**config.mk**
```make
export PLATFORM = sky130hd
export DESIGN_NAME = bin2bcd_seq
export DESIGN_NICKNAME = d
export VERILOG_FILES = /design/src/rtl/bcd_pkg.sv /design/src/rtl/bcd_digit_adj.sv /design/src/rtl/bin2bcd_seq.sv
export SDC_FILE = /design/constraint.sdc
export NUM_CORES = 1
export LEC_CHECK = 0
export CAP_MARGIN = 20
export CORE_MARGIN = 1.5
export CORE_UTILIZATION = 53
export CTS_CLUSTER_DIAMETER = 200
export DETAILED_ROUTE_END_ITERATION = 10
export PLACE_DENSITY = 0.78
export SLEW_MARGIN = 30
export SYNTH_ARGS = -nofsm -noshare
export SYNTH_HDL_FRONTEND = slang
export SYNTH_SLANG_ARGS = --single-unit
```
**constraint.sdc**
```tcl
create_clock -name clk -period 1.8 [get_ports clk]
set_input_delay 0.27 -clock clk [delete_from_list [all_inputs] [get_ports clk]]
set_output_delay 0.27 -clock clk [all_outputs]
set_load 0.1 [all_outputs]
```
**src/rtl/bcd_pkg.sv**
```systemverilog
// Shared types and constants for the sequential binary-to-BCD converter.
// Latency: none (declarations only).
// Backpressure: not applicable.
package bcd_pkg;

    localparam int DIGIT_W = 4;
    localparam logic [DIGIT_W-1:0] BCD_NINE = 4'd9;

    typedef enum logic [1:0] {
        IDLE  = 2'd0,
        SHIFT = 2'd1,
        DONE  = 2'd2
    } state_t;

    // 10**n as an unsigned integer, used to size the overflow threshold
    function automatic int unsigned pow10(input int unsigned n);
        int unsigned r;
        r = 1;
        for (int unsigned i = 0; i < n; i++) begin
            r = r * 10;
        end
        return r;
    endfunction

endpackage

```
**src/rtl/bcd_digit_adj.sv**
```systemverilog
// Single BCD digit pre-shift correction: adds 3 to any digit of 5 or more.
// Latency: purely combinational.
// Backpressure: none.
module bcd_digit_adj
    import bcd_pkg::*;
(
    input  logic [DIGIT_W-1:0] din,
    output logic [DIGIT_W-1:0] dout
);

    // Add 3 so the following left shift carries into the next digit exactly when 2*din >= 10
    always_comb begin
        dout = (din >= DIGIT_W'(5)) ? din + DIGIT_W'(3) : din;
    end

endmodule

```
**src/rtl/bin2bcd_seq.sv**
```systemverilog
// Shift-add-3 binary-to-BCD converter, one adjust/shift per clock; BCD_SATURATE_EN clamps overflow to all nines.
// Latency: done pulses BIN_W+1 cycles after the edge that accepts start; one conversion per BIN_W+2 cycles.
// Backpressure: start is only sampled in IDLE; requests while busy are dropped, not queued.
module bin2bcd_seq
    import bcd_pkg::*;
#(
    parameter int BIN_W  = 14,
    parameter int DIGITS = 4
) (
    input  logic                       clk,
    input  logic                       rst,
    input  logic                       start,
    input  logic [BIN_W-1:0]           bin_in,
    output logic                       busy,
    output logic                       done,
    output logic [DIGIT_W*DIGITS-1:0]  bcd_out,
    output logic                       overflow
);

    localparam int          SCR_W = DIGIT_W * DIGITS;
    localparam int          CNT_W = $clog2(BIN_W + 1);
    localparam int unsigned LIMIT = pow10(DIGITS);

    state_t             state_q,    state_d;
    logic [BIN_W-1:0]   shreg_q,    shreg_d;
    logic [SCR_W-1:0]   scratch_q,  scratch_d;
    logic [CNT_W-1:0]   count_q,    count_d;
    logic               ovf_q,      ovf_d;
    logic               done_q,     done_d;
    logic [SCR_W-1:0]   bcd_q,      bcd_d;
    logic               overflow_q, overflow_d;

    logic [SCR_W-1:0]   adj;
    logic [SCR_W-1:0]   result;

    // One corrector per digit of the scratch register
    for (genvar g = 0; g < DIGITS; g++) begin : g_adj
        bcd_digit_adj u_adj (
            .din  (scratch_q[g*DIGIT_W +: DIGIT_W]),
            .dout (adj[g*DIGIT_W +: DIGIT_W])
        );
    end

    // Value presented to the display once the shifting is finished
    always_comb begin
`ifdef BCD_SATURATE_EN
        result = ovf_q ? {DIGITS{BCD_NINE}} : scratch_q;
`else
        result = scratch_q;
`endif
    end

    // Next-state and datapath: load on accept, adjust+shift per cycle, publish in DONE
    always_comb begin
        state_d    = state_q;
        shreg_d    = shreg_q;
        scratch_d  = scratch_q;
        count_d    = count_q;
        ovf_d      = ovf_q;
        done_d     = 1'b0;
        bcd_d      = bcd_q;
        overflow_d = overflow_q;
        case (state_q)
            IDLE: begin
                if (start) begin
                    state_d   = SHIFT;
                    shreg_d   = bin_in;
                    scratch_d = '0;
                    count_d   = CNT_W'(BIN_W);
                    ovf_d     = (64'(bin_in) >= 64'(LIMIT));
                end
            end
            SHIFT: begin
                // The bit leaving the top digit is dropped, which keeps scratch at value mod 10**DIGITS
                scratch_d = {adj[SCR_W-2:0], shreg_q[BIN_W-1]};
                shreg_d   = {shreg_q[BIN_W-2:0], 1'b0};
                count_d   = count_q - CNT_W'(1);
                if (count_q == CNT_W'(1)) begin
                    state_d = DONE;
                end
            end
            DONE: begin
                bcd_d      = result;
                overflow_d = ovf_q;
                done_d     = 1'b1;
                state_d    = IDLE;
            end
            default: begin
                state_d = IDLE;
            end
        endcase
    end

    // State and datapath registers; reset wins over any request in the same cycle
    always_ff @(posedge clk) begin
        if (rst) begin
            state_q    <= IDLE;
            shreg_q    <= '0;
            scratch_q  <= '0;
            count_q    <= '0;
            ovf_q      <= 1'b0;
            done_q     <= 1'b0;
            bcd_q      <= '0;
            overflow_q <= 1'b0;
        end else begin
            state_q    <= state_d;
            shreg_q    <= shreg_d;
            scratch_q  <= scratch_d;
            count_q    <= count_d;
            ovf_q      <= ovf_d;
            done_q     <= done_d;
            bcd_q      <= bcd_d;
            overflow_q <= overflow_d;
        end
    end

    assign busy     = (state_q != IDLE);
    assign done     = done_q;
    assign bcd_out  = bcd_q;
    assign overflow = overflow_q;

endmodule

```
==> results.toml, run 1 <==
[outcome]
status = "complete, no violations"

[synth]
synthTopCellsByCount = "55 x dfxtp_1, 48 x nand2_1, 35 x nor2_1"
synth_ff_type = "dfxtp_1"
ys_warn_count = 0
synth-simple-area-share = 0.226
synth_edf_count = 0
async_flop_share = 0
synth_top_cell_area_share = 0.449
synth_area_per_cell_um2 = 8.57
synthCells = 286
ys_seq_elements = 55
synth.distinct_cells = 32
seq_area_frac_synth = 0.449
synth_fa_ha_area_frac = 0.0511
synth_nets = 313
syn_area_um2 = 2450
synth_xor_area_frac = 0.0250
synth_area_leaders = "dfxtp_1 45%, nand2_1 7.4%, a21oi_1 5.7%"
synth_top_family_by_area = "simple AND/OR/NAND/NOR gates"
yosysMostFrequentCell = "dfxtp_1"
synthMuxAreaShare = 0.0163
synth-compound-area-share = 0.182
synth_top_cell_by_area = "dfxtp_1"

[routing]
firstDrtPassIters = 4
routed_wl_um = 4720
num_vias = 1989
ant_nets = 0
drt_iter0_drc = 128
drc = 0
wl_per_cell_um = 12.7
avgViaCountPerCell = 5.33

[floorplanning]
initial_core_util = 0.555
die_w_um = 71.0
row_count = 24
die_h_um = 71.0
ioPinCount = 36
core_um2 = 4410
die-area_um2 = 5040

[placed_design]
hpwlAfterDp_um = 3370
routabilityCongestion = 0.775
io_buffers = 35
dp.cells = 367

[pwr]
p_leak_nw = 1.20
ir_drop_mv = 0.511
p_total_w = 0.00229
p_per_area_nw_per_um2 = 793

[layout]
fill_cells = 394
nNetsFinal = 349
final_util = 0.655
layout-drive-gt1-share = 0.118
multiInputGateArea_um2 = 1220
antenna_cells = 0
seq_area_um2 = 1100
stdcell_count = 373
syn_to_final_growth_pct = 18.0

[timing]
fmax_mhz = 599
rsz0062_at_grt = "false"
period_needed_ns = 1.67
setup_viol = 0
relSlewSlack = 0.554
fin_skew_ns = 0.00528
final.period_utilization = 0.927
hold_viol = 0
whs_ns = 0.441
worstMarginPinSlew_ns = 0.669
setup_tns_ns = 0
maxSlewViolCount = 0

[cts]
post_cts_buffers = 0
clock_sinks = 55
hold_buffers = 0
clk_pin_slew_ns = 0.09
numCtsBuffers = 5
cts_resized = 0
cts_tree = "done"
cts_max_level = 2
cts_root_buf = "clkbuf_8"
clk_path_buf_depth = 2
clk_latency_ns = 0.30

[min_path]
min_path_type = "flop to flop"

[critical_path]
crit_path_start_kind = "flop"
cp-end-kind = "output port"
cpLargestDelayFamily = "flip-flops"
crit_arrival_ns = 1.40
worst-path-buf-inv = 2
critPathSlowestCell = "dfxtp_1"
crit_path_max_fanout = 13
crit_chain = "buf_4, or2_1, buf_12"
worstSetupPathType = "flop to output port"
cp.required_ns = 1.53
cp_slowest_stage_delay_ns = 0.51

[global_route]
antenna_found_initial = 0
grt_pass1_vias = 1867
track_usage = 0.207
grt_pass1_wl_um = 8370
grt-ovfl-total = 0
grt_max_degree = 30

[run]
maxCapViolCount = 0
layer usage:
| layer | GRT usage | share of wire | up-vias |
|---|---|---|---|
| li1 | - | - | 1042 |
| met1 | 0.275 | 0.49 | 911 |
| met2 | 0.337 | 0.46 | 30 |
| met3 | 0.0413 | 0.032 | 6 |
| met4 | 0.0734 | 0.014 | 0 |
| met5 | 0 | 0 | - |
power breakdown:
| part | internal [W] | leakage [nW] | switching [W] |
|---|---|---|---|
| logic | 0.000153 | 0.715 | 0.000199 |
| registers | 0.00127 | 0.448 | 0.0000443 |
| clock network | 0.000261 | 0.0371 | 0.000365 |
state kept, by name, indices dropped and copies added (netlist names):
signal / count
bcd_out: 16
result: 16
shreg_q: 14
count_q: 4
state_q: 2
done: 1
overflow: 1
ovf_q: 1
through the flow:
step	setup WS [ns]	area, µm²
after floorplan	0.118	2450
after global placement	0.136	2820
after detailed placement	0.111	2820
after CTS	0.134	2890
after global routing	0.0604	2890
final	0.132	2890
cells in the final DEF (no fill, tap or decap), drive strengths merged, types with 9 or more instances in the layout:
master / n
nor3: 9
nor2b: 9
nand2: 48
buf: 29
a21oi: 28
inv: 10
clkdlybuf4s50: 16
a22o: 13
ha: 10
nor2: 38
dfxtp: 55
cells by family (layout without fill, tap and decap cells):
| group | Yosys count | in the layout |
|---|---|---|
| and+or+nand+nor | 117 | 117 |
| AOI/OAI and AO/OA | 67 | 67 |
| DFF | 55 | 55 |
| buffers and inverters | 26 | 61 |
| adders and majority gates | 10 | 10 |
| xor gates and xnor gates | 7 | 7 |
| muxes | 4 | 4 |
worst paths after layout:
path / end / startpoint / cells after the start / slack [ns]
worst min-delay path: shreg_q[7] / shreg_q[6] / 2 / 0.44
worst max register to register: result[2] / result[1] / 6 / 0.28
worst min register to register: shreg_q[7] / shreg_q[6] / 2 / 0.44
worst max-delay path: busy / state_q[0] / 3 / 0.13
area by class of cell:
class                      instances  share of cell area
inverter                          10              0.0130
multi-input combinational        205               0.424
timing repair buffer              45               0.135
tap                               52              0.0225
clock buffer                       6              0.0251
sequential                        55               0.381
worst reg2reg max path, stage by stage (launching register included):
cell and delay, ns:
dfxtp_1 0.39, inv_1 0.10, ha_1 0.17, nand2b_1 0.13, a21oi_1 0.32, mux2i_1 0.23, a22o_1 0.13
(Power assumes the default switching activity.)
==> run 2: changes to the inputs <==
--- a/config.mk
+++ b/config.mk
@@ -7,10 +7,10 @@
 export LEC_CHECK = 0
 export CAP_MARGIN = 20
 export CORE_MARGIN = 1.5
-export CORE_UTILIZATION = 53
+export CORE_UTILIZATION = 55
 export CTS_CLUSTER_DIAMETER = 200
 export DETAILED_ROUTE_END_ITERATION = 10
-export PLACE_DENSITY = 0.78
+export PLACE_DENSITY = 0.81
 export SLEW_MARGIN = 30
 export SYNTH_ARGS = -nofsm -noshare
 export SYNTH_HDL_FRONTEND = slang
==> constraint.sdc (replaced) <==
create_clock -name clk -period 2.1 [get_ports clk]
set_input_delay 0.315 -clock clk [delete_from_list [all_inputs] [get_ports clk]]
set_output_delay 0.315 -clock clk [all_outputs]
set_load 0.1 [all_outputs]
==> results.toml, run 2 (synthesized netlist as in run 1, its figures left out) <==
[critical_path]
cp-end-kind = "output port"
crit_path_start_kind = "flop"
crit_path_max_fanout = 13
cp.required_ns = 1.78
crit_arrival_ns = 1.45
worstSetupPathType = "flop to output port"
rr_worst_depth = 3
rrSetupSlack_ns = 0.53

[routing]
num_vias = 2048
drt_iter0_drc = 154
route.layer.met1.wl_um = 2230
ant_nets = 0
wl_met2_um = 2470
firstDrtPassIters = 5
dr_wl_met3_um = 195
topRoutingLayerUsed = "met4"
routed_wl_um = 4940
drc = 0
wl_per_cell_um = 13.1
avgViaCountPerCell = 5.45

[pwr]
p_leak_nw = 1.23
power.share.sequential = 0.524
p_int_w = 0.00161
p_per_area_nw_per_um2 = 732
p_switching_w = 0.000547
power_frac_clock = 0.336
ir_drop_mv = 0.371
comb_power_share = 0.140
p_sw_frac = 0.254

[placed_design]
hpwlAfterDp_um = 3450
routabilityCongestion = 0.775
io_buffers = 35
placed_area_um2 = 2830
place_ws_ns = 0.262
dp.cells = 368

[floorplanning]
row_count = 24
die-area_um2 = 4860
die_w_um = 69.7
ioPinCount = 36
die_h_um = 69.7
initial_core_util = 0.567
core_um2 = 4320

[timing]
rsz0062_at_grt = "false"
setup_viol = 0
final.period_utilization = 0.843
fin_ws_ns = 0.331
setup_tns_ns = 0
relSlewSlack = 0.641
worstMarginPinSlew_ns = 0.536
fin_skew_ns = 0.00476
fmax_mhz = 565
hold_viol = 0
maxSlewViolCount = 0
period_needed_ns = 1.77

[global_route]
track_usage = 0.221
grt_pass1_wl_um = 8710
antenna_found_initial = 0
grt_pass1_vias = 1955
grt_max_degree = 24
grt-ovfl-total = 0

[layout]
final_common_cell = "dfxtp_1"
final_area_um2 = 2940
syn_to_final_growth_pct = 20.2
stdcell_count = 376
multiInputGateArea_um2 = 1220
seq_area_um2 = 1100
antenna_cells = 0
nNetsFinal = 350
fill_cells = 377
layout-drive-gt1-share = 0.130
layout_common_cells = "55 x dfxtp_1, 48 x nand2_1, 35 x nor2_1, 29 x buf_4, 28 x a21oi_1"

[cts]
clk_latency_ns = 0.31
clk_pin_slew_ns = 0.09
cts_resized = 0
cts_root_buf = "clkbuf_8"
post_cts_buffers = 0
cts_tree = "done"
clk_path_buf_depth = 2
hold_buffers = 0
cts_max_level = 2
numCtsBuffers = 5
clock_sinks = 55

[min_path]
min_path_type = "flop to flop"
hold-path-cell-count = 2

[run]
maxCapViolCount = 0

[outcome]
status = "complete, no violations"
run 2: changes by cell type in the layout (fill, tap and decap cells not counted):
cell / before / now
buf_4: 28 / 29
bufinv_16: 0 / 1
clkbuf_1: 1 / 0
clkbuf_8: 5 / 6
clkinv_2: 0 / 1
run 2: path summary, 6_finish.rpt:
kind                                   from          end
worst min-delay path            shreg_q[10]  shreg_q[11]
worst max register to register   state_q[0]    result[0]
worst max-delay path             state_q[0]         busy
worst min register to register  shreg_q[10]  shreg_q[11]
run 2: power by group through the flow:
stage | sequential [W] | clock (W) | combinational [W]
after global placement | 0.00115 | 0 | 0.000297
after CTS | 0.00113 | 0.000741 | 0.000306
after floorplan | 0.00114 | 0 | 0.000216
after global routing | 0.00114 | 0.000775 | 0.000337
after detailed placement | 0.00115 | 0 | 0.000304
final | 0.00113 | 0.000723 | 0.000302
run 2: routing by layer:
metal,track usage,vias to the layer above
met5,0,-
met1,0.281,952
met4,0.0791,0
li1,-,1042
met2,0.371,48
met3,0.0494,6
run 2: final cells by class:
class                           count  share of cell area
Clock inverter                      2              0.0119
Timing Repair Buffer               46               0.135
Clock buffer                        6              0.0280
Inverter                           10              0.0127
Multi-Input combinational cell    205               0.416
Tap cell                           52              0.0221
Sequential cell                    55               0.374
run 2: stage by stage:
stage | util | hold WS [ns] | total power, W
after floorplan | - | 0.416 | 0.00136
after global placement | 0.654 | 0.431 | 0.00145
after detailed placement | 0.654 | 0.439 | 0.00146
after CTS | 0.681 | 0.450 | 0.00218
after global routing | 0.681 | 0.475 | 0.00225
final | 0.681 | 0.446 | 0.00215
run 2: worst max-delay path, stage by stage (launching register included):
cell,delay (ns)
dfxtp_1,0.56
buf_4,0.24
or2_1,0.16
buf_12,0.18
==> run 3: changes to the inputs <==
--- a/config.mk
+++ b/config.mk
@@ -7,10 +7,10 @@
 export LEC_CHECK = 0
 export CAP_MARGIN = 20
 export CORE_MARGIN = 1.5
-export CORE_UTILIZATION = 55
+export CORE_UTILIZATION = 48
 export CTS_CLUSTER_DIAMETER = 200
 export DETAILED_ROUTE_END_ITERATION = 10
-export PLACE_DENSITY = 0.81
+export PLACE_DENSITY = 0.75
 export SLEW_MARGIN = 30
 export SYNTH_ARGS = -nofsm -noshare
 export SYNTH_HDL_FRONTEND = slang
==> constraint.sdc (replaced) <==
create_clock -name clk -period 1.4 [get_ports clk]
set_input_delay 0.21 -clock clk [delete_from_list [all_inputs] [get_ports clk]]
set_output_delay 0.21 -clock clk [all_outputs]
set_load 0.1 [all_outputs]
==> results.toml, run 3 (synthesized netlist as in run 1, its figures left out) <==
[routing]
drc = 0
routed_wl_um = 5540
firstDrtPassIters = 4
drt_iter0_drc = 94
avgViaCountPerCell = 5.19
num_vias = 2161
ant_nets = 0
wl_per_cell_um = 13.3

[layout]
antenna_cells = 0
layout_common_cells = "48 x nand2_1, 48 x dfxtp_1, 35 x nor2_1, 33 x buf_4, 24 x a21oi_1"
nNetsFinal = 375
final_util = 0.718
syn_to_final_growth_pct = 41.3
fill_cells = 394
stdcell_count = 416
layout-drive-gt1-share = 0.249

[placed_design]
hpwlAfterDp_um = 3790
routabilityCongestion = 0.784
io_buffers = 35
dp.cells = 402

[timing]
fin_skew_ns = 0.00860
worstMarginPinSlew_ns = 0.309
hold_viol = 0
period_needed_ns = 1.44
fin_ws_ns = -0.0354
relSlewSlack = 0.794
maxSlewViolCount = 0
fmax_mhz = 697
setup_viol = 1
final.period_utilization = 1.03
rsz0062_at_grt = "true"

[pwr]
p_switching_w = 0.000871
p_int_w = 0.00231
p_per_area_nw_per_um2 = 919
p_leak_nw = 1.41
ir_drop_mv = 0.693
power.share.sequential = 0.532
p_sw_frac = 0.274
power_frac_clock = 0.295
p_total_w = 0.00318
comb_power_share = 0.174

[cts]
cts_root_buf = "clkbuf_8"
numCtsBuffers = 5
clock_sinks = 55
clk_pin_slew_ns = 0.10
cts_max_level = 2
clk_path_buf_depth = 2
clk_latency_ns = 0.31
hold_buffers = 0
cts_tree = "done"

[global_route]
grt-ovfl-total = 0
antenna_found_initial = 0
grt_max_degree = 28
grt_pass1_vias = 2036
grt_pass1_wl_um = 9050
track_usage = 0.212

[critical_path]
cp.required_ns = 1.19
worstSetupPathType = "flop to output port"
crit_arrival_ns = 1.23
crit_chain = "buf_6, or2_4, buf_12"
cp-end-kind = "output port"
critPathSlowestCell = "dfxtp_4"
crit_path_start_kind = "flop"
worst-path-buf-inv = 2
cpLargestDelayFamily = "flip-flops"
crit_path_max_fanout = 6
cp_slowest_stage_delay_ns = 0.38

[run]
maxCapViolCount = 0

[floorplanning]
ioPinCount = 36
die-area_um2 = 5540
die_h_um = 74.4
core_um2 = 4820
row_count = 25
die_w_um = 74.4
initial_core_util = 0.509

[outcome]
status = "finished with violations"
violations = "setup timing"

[min_path]
min_path_type = "flop to flop"
[run 3: what timing repair did]
action,in CTS,in global routing
setup endpoints to repair,9,11
pin swaps,1,8
gates cloned,0,0
hold endpoints to repair,0,0
buffers inserted,1,5
gates resized for setup,9,19
[run 3: routing by layer]
metal,GRT usage,share of wire
met2,0.376,0.51
met3,0.0420,0.040
met1,0.256,0.44
met5,0,0
met4,0.0747,0.010
[run 3: per-stage QoR]
stage	area, µm²	setup slack, ns	hold slack (ns)	TNS (ns)
3_3_place_gp	3230	-0.185	0.430	-4.06
6_report	3460	-0.0354	0.454	-0.0354
3_5_place_dp	3230	-0.205	0.438	-4.48
2_1_floorplan	2450	0.0418	0.343	0
5_1_grt	3460	-0.0673	0.460	-0.0696
4_1_cts	3360	-0.0780	0.454	-0.0816
[run 3: worst paths after layout]
path	startpoint	endpoint	slack, ns	depth (start not counted)
max	state_q[0]	busy	-0.04	3
min	shreg_q[8]	shreg_q[9]	0.45	2
max reg2reg	result[13]	result[14]	0.07	6
min reg2reg	shreg_q[8]	shreg_q[9]	0.45	2
[run 3: worst register-to-register path: cells and delay by family, from the launching register on]
| family | cells | cell delay [ns] |
|---|---|---|
| AO/OA/AOI/OAI | 2 | 0.32 |
| adder cells (fa/ha/maj) | 1 | 0.18 |
| buffers and inverters | 1 | 0.07 |
| flip-flops | 1 | 0.36 |
| multiplexers | 1 | 0.22 |
| AND/OR/NAND/NOR | 1 | 0.14 |
[run 3: power groups by stage]
stage / Sequential, W / Combinational, W / Clock [W]
global route: 0.00170 / 0.000604 / 0.00102
global placement: 0.00172 / 0.000503 / 0
detailed placement: 0.00173 / 0.000514 / 0
finish: 0.00169 / 0.000553 / 0.000937
floorplan: 0.00171 / 0.000324 / 0
CTS: 0.00169 / 0.000522 / 0.000951
[run 3: area by class of cell]
cell class	count	area, µm²	area share
Clock inverter	2	16.3	0.00470
Sequential cell	55	1110	0.322
Inverter	10	37.5	0.0108
Multi-Input combinational cell	205	1290	0.374
Timing Repair Buffer	71	831	0.240
Tap cell	67	83.8	0.0242
Clock buffer	6	82.6	0.0239
